--- src/rtl/branch_seq.sv ---
// Control-step sequencer for the Mini SRC conditional branch (T3..T6).
// Drives CON FF evaluation, latches the branch decision and conditionally loads PC.
module branch_seq #(
   parameter logic [4:0] OPC_BR = 5'b10010,
   parameter int         CNT_W  = 16
) (
   input  logic             clock,
   input  logic             clear,
   input  logic             start,
   input  logic [31:0]      ir,
   input  logic             hold,
   input  logic             branch,
   output logic             busy,
   output logic             done,
   output logic             err,
   output logic             Gra,
   output logic             Rout,
   output logic             CONin,
   output logic             PCout,
   output logic             Yin,
   output logic             Cout,
   output logic             alu_add,
   output logic             Zin,
   output logic             Zlowout,
   output logic             PCin,
   output logic             taken,
   output logic [CNT_W-1:0] taken_count
);

   typedef enum logic [2:0] {
      S_IDLE = 3'd0,
      S_T3   = 3'd1,
      S_T4   = 3'd2,
      S_T5   = 3'd3,
      S_T6   = 3'd4
   } state_t;

   state_t             state_q, state_d;
   logic               taken_q, taken_d;
   logic [CNT_W-1:0]   cnt_q, cnt_d;
   logic               err_q;
   logic               is_br;
   logic               bad_start;
   logic               unused_ir;

   // Only the opcode is decoded here; the condition field goes straight to the CON FF.
   assign is_br     = (ir[31:27] == OPC_BR);
   assign unused_ir = ^ir[26:0];
   assign bad_start = (state_q == S_IDLE) && start && !is_br;

   always_comb begin
      state_d = state_q;
      taken_d = taken_q;
      cnt_d   = cnt_q;
      unique case (state_q)
         S_IDLE: if (start && is_br) state_d = S_T3;
         S_T3:   if (!hold) state_d = S_T4;
         S_T4: begin
            if (!hold) begin
               state_d = S_T5;
               taken_d = branch;
            end
         end
         S_T5:   if (!hold) state_d = S_T6;
         S_T6: begin
            if (!hold) begin
               state_d = S_IDLE;
               if (taken_q) cnt_d = cnt_q + CNT_W'(1);
            end
         end
         default: state_d = S_IDLE;
      endcase
      if (clear) begin
         state_d = S_IDLE;
         taken_d = 1'b0;
         cnt_d   = '0;
      end
   end

   always_ff @(posedge clock) begin
      if (clear) begin
         state_q <= S_IDLE;
         taken_q <= 1'b0;
         cnt_q   <= '0;
         err_q   <= 1'b0;
      end else begin
         state_q <= state_d;
         taken_q <= taken_d;
         cnt_q   <= cnt_d;
         err_q   <= bad_start;
      end
   end

   // Strobes are registered from the next state, so they line up with state_q
   // and a clear forces them low from the following cycle.
   always_ff @(posedge clock) begin
      busy    <= (state_d != S_IDLE);
      Gra     <= (state_d == S_T3);
      Rout    <= (state_d == S_T3);
      CONin   <= (state_d == S_T3);
      PCout   <= (state_d == S_T4);
      Yin     <= (state_d == S_T4);
      Cout    <= (state_d == S_T5);
      alu_add <= (state_d == S_T5);
      Zin     <= (state_d == S_T5);
      done    <= (state_d == S_T6);
      Zlowout <= (state_d == S_T6) && taken_d;
      PCin    <= (state_d == S_T6) && taken_d;
   end

   assign err         = err_q;
   assign taken       = taken_q;
   assign taken_count = cnt_q;

endmodule

--- config.mk ---
export PLATFORM = sky130hd
export DESIGN_NAME = branch_seq
export DESIGN_NICKNAME = d
export VERILOG_FILES = /design/src/rtl/branch_seq.sv
export SDC_FILE = /design/constraint.sdc
export NUM_CORES = 1
export LEC_CHECK = 0
export CELL_PAD_IN_SITES_DETAIL_PLACEMENT = 0
export CELL_PAD_IN_SITES_GLOBAL_PLACEMENT = 1
export CORE_ASPECT_RATIO = 1.4
export CORE_UTILIZATION = 28
export CTS_BUF_LIST = sky130_fd_sc_hd__clkbuf_4
export CTS_CLUSTER_SIZE = 30
export DETAILED_ROUTE_END_ITERATION = 16
export GPL_TIMING_DRIVEN = 0
export HOLD_SLACK_MARGIN = 0.03
export PLACE_DENSITY = 0.86
export RECOVER_POWER = 100
export SYNTH_ARGS = -nofsm -noshare
export SYNTH_HDL_FRONTEND = slang
export SYNTH_SLANG_ARGS = --single-unit
--- constraint.sdc ---
create_clock -name clock -period 2.2 [get_ports clock]
set_input_delay 0.55 -clock clock [delete_from_list [all_inputs] [get_ports clock]]
set_output_delay 0.55 -clock clock [all_outputs]
set_load 0.01 [all_outputs]
==> flow_summary.json <==
{
  "status": "finished, final reports clean",
  "yosysTopAreaCell": "dfxtp_1",
  "drc_errors": 0,
  "setup_tns_ns": 0,
  "area_growth_pct": 38.47,
  "cap_violations": 0,
  "yosysSeqAreaShare_pct": 43.50,
  "comb_power_share_pct": 5.6,
  "synth_top_area_share_pct": 43.50,
  "hp-class": "flop to flop",
  "grt_antenna_before_repair": 0,
  "io_pins": 67,
  "drt_iter0_markers": 28,
  "leakage_nw": 0.6841,
  "final_cell_mix": "dlygate4sd3_1 (32), dfxtp_1 (27), nor2_1 (13)",
  "fp.dieH_um": 80.82,
  "yosysWarnings": 0,
  "dp.cells": 239,
  "hold_path_startpoint": "taken_count[15]",
  "synth_seq_cells": 27,
  "p_clk_share_pct": 29.4,
  "intPower_w": 0.0005822,
  "gp_congestion": 0.7090,
  "tightest_slew_ns": 0.6341,
  "final_core_utilization_pct": 40.58,
  "fp-row-count": 28,
  "grt_pass1_wl_um": 4657,
  "critPathLaunch": "taken_count[0]",
  "cts_root_buf": "clkbuf_4",
  "crit_family": "simple AND/OR/NAND/NOR gates",
  "rsz0062_at_grt": "false",
  "die_x_um": 58.30,
  "clock_sinks": 27,
  "setup_viol": 0,
  "start_kind": "flop",
  "stdcell_area_mm2": 0.001720,
  "clock_latency_ns": 0.33,
  "cts_hold_buf": 0,
  "power.density_mw_per_mm2": 439.5,
  "min_period_ns": 2.003,
  "path_cells": "ha_1 -> nor4b_2 -> nand2_1 -> or4_1 -> a21oi_1",
  "dieArea_mm2": 0.004712,
  "slew_viol_final": 0,
  "cts_tree": "built",
  "p_seq_share_pct": 65.1,
  "grt_max_degree": 16,
  "cp-end-kind": "flop",
  "totalWireLength_um": 2785,
  "cts_buffers": 3,
  "nNetsFinal": 222,
  "critPathSlowestCell": "nor4b_2",
  "skew_ns": 0.004204,
  "synth_area_leaders": "dfxtp_1 (44%), nand3_1 (4.8%), a21oi_1 (4.4%), xor2_1 (4.2%), nor2_1 (3.9%)",
  "max_slew_margin_pct": 57.62,
  "mostFrequentLayoutCell": "dlygate4sd3_1",
  "holdWs_ns": 0.4930,
  "syn_nets": 179,
  "post_cts_resize_count": 0,
  "grt_overflow_total": 0,
  "clockBufferDepth": 2,
  "critPathKind": "flop to flop",
  "drive_above_1_share_pct": 7.650,
  "vias_per_cell": 4.807,
  "initial_core_util_pct": 29.31,
  "antenna_cells": 0,
  "grtUsageTotal_pct": 12.81,
  "io_buffers": 38,
  "first_global_vias": 1057,
  "critPathBufInv": 0,
  "synthArstFlopShare_pct": 0,
  "irDropWorstVdd_uv": 199.6,
  "clk_pin_slew_ns": 0.15,
  "ant_nets": 0,
  "syn_area_mm2": 0.001242,
  "cpPeakStageDelay_ns": 0.53,
  "cts_setup_buffers": 0,
  "crit_fanout": 6,
  "wl_per_cell_um": 11.46,
  "p_sw_share_pct": 23.01,
  "first_pass_iters": 4,
  "worst-endpoint-arrival_ns": 2.28,
  "yosysUniqueCellTypes": 35,
  "clock.fmax_ghz": 0.4993,
  "switchingPower_w": 0.0001740,
  "synth_edf_count": 0,
  "finalHoldViolCount": 0,
  "stdcell_count": 243,
  "htree_num_levels": 1,
  "nFillCells": 453,
  "timing.rr.start": "taken_count[0]",
  "avgSynthCellArea_um2": 8.812,
  "placed_cell_area_mm2": 0.001698,
  "period_share_pct": 91.04,
  "hpwl_um": 2144,
  "syn-instance-count": 141,
  "ys.flop_type": "dfxtp_1",
  "coreArea_mm2": 0.004239,
  "vias": 1168,
  "required_ns": 2.47
}
power by group through the flow:
stage                     Sequential (W)  Combinational [W]  Clock [W]
after floorplan                 0.000503          0.0000194          0
after global placement          0.000503          0.0000441          0
after detailed placement        0.000503          0.0000447          0
after CTS                       0.000492          0.0000449   0.000229
after global routing            0.000493          0.0000466   0.000246
final                           0.000492          0.0000420   0.000222
kinds of logic (layout without fill, tap and decap cells):
| logic type | Yosys count | in the layout | synth area share (%) |
|---|---|---|---|
| and+or+nand+nor | 66 | 66 | 30.31 |
| DFF | 27 | 27 | 43.50 |
| AOI/OAI and AO/OA | 22 | 22 | 10.07 |
| buffers and inverters | 13 | 55 | 6.445 |
| xor gates and xnor gates | 10 | 10 | 7.049 |
| muxes | 2 | 2 | 1.611 |
| adders and majority gates | 1 | 1 | 1.007 |
sequential cells by signal (all words and copies together), names as in the netlist:
name and flops:
CONin 1, PCin 1, Yin 1, Zin 1
busy 1, done 1, err 1, state_q 3
taken 1, taken_count 16
path summary, 6_finish.rpt:
check | endpoint | slack [ns] | cells past startpoint
worst min register to register | taken_count[15] | 0.49 | 2
worst min-delay path | taken_count[15] | 0.49 | 2
worst max-delay path | taken_count[14] | 0.20 | 5
worst max register to register | taken_count[14] | 0.20 | 5
tightest hold or removal path: stages (launching register included):
cell and delay [ns]:
dfxtp_1 0.35, o31ai_1 0.06, a21oi_1 0.05
routing by layer:
layer | track usage, % | part of all wire [%] | wire, um | vias up
met5 | 0 | 0 | 0 | -
met4 | 5.714 | 1.8 | 51 | 0
met3 | 1.752 | 3.1 | 85 | 5
met2 | 23.68 | 53 | 1480 | 26
met1 | 14.31 | 42 | 1167 | 552
li1 | - | - | - | 585
cell usage after synthesis (all sizes together), types with 2 or more instances:
cell type / instances
nand2b: 2
a21oi: 11
buf: 10
nand2: 6
xor2: 6
nand3b: 2
o31ai: 3
nor3: 3
or3: 6
nor2: 13
nand4: 5
dfxtp: 27
or4: 3
nor4b: 3
nor4: 2
o21ai: 5
clkbuf: 3
nand3: 12
mux2i: 2
and3: 4
xnor2: 4
layout make-up:
cell class / instances / area [um2] / share of cell area (%)
Clock inverter: 1 / 5.005 / 0.2909
Tap cell: 60 / 75.07 / 4.364
Multi-Input combinational cell: 101 / 616.8 / 35.85
Timing Repair Buffer: 38 / 380.4 / 22.11
Clock buffer: 3 / 22.52 / 1.309
Sequential cell: 27 / 540.5 / 31.42
Buffer: 13 / 80.08 / 4.655
per-stage QoR:
step	total power (W)	setup WS [ns]
2_1_floorplan	0.0005228	0.1845
3_3_place_gp	0.0005467	0.08140
3_5_place_dp	0.0005473	0.06073
4_1_cts	0.0007658	0.1760
5_1_grt	0.0007855	0.02491
6_report	0.0007562	0.1972
(Power assumes the default switching activity.)
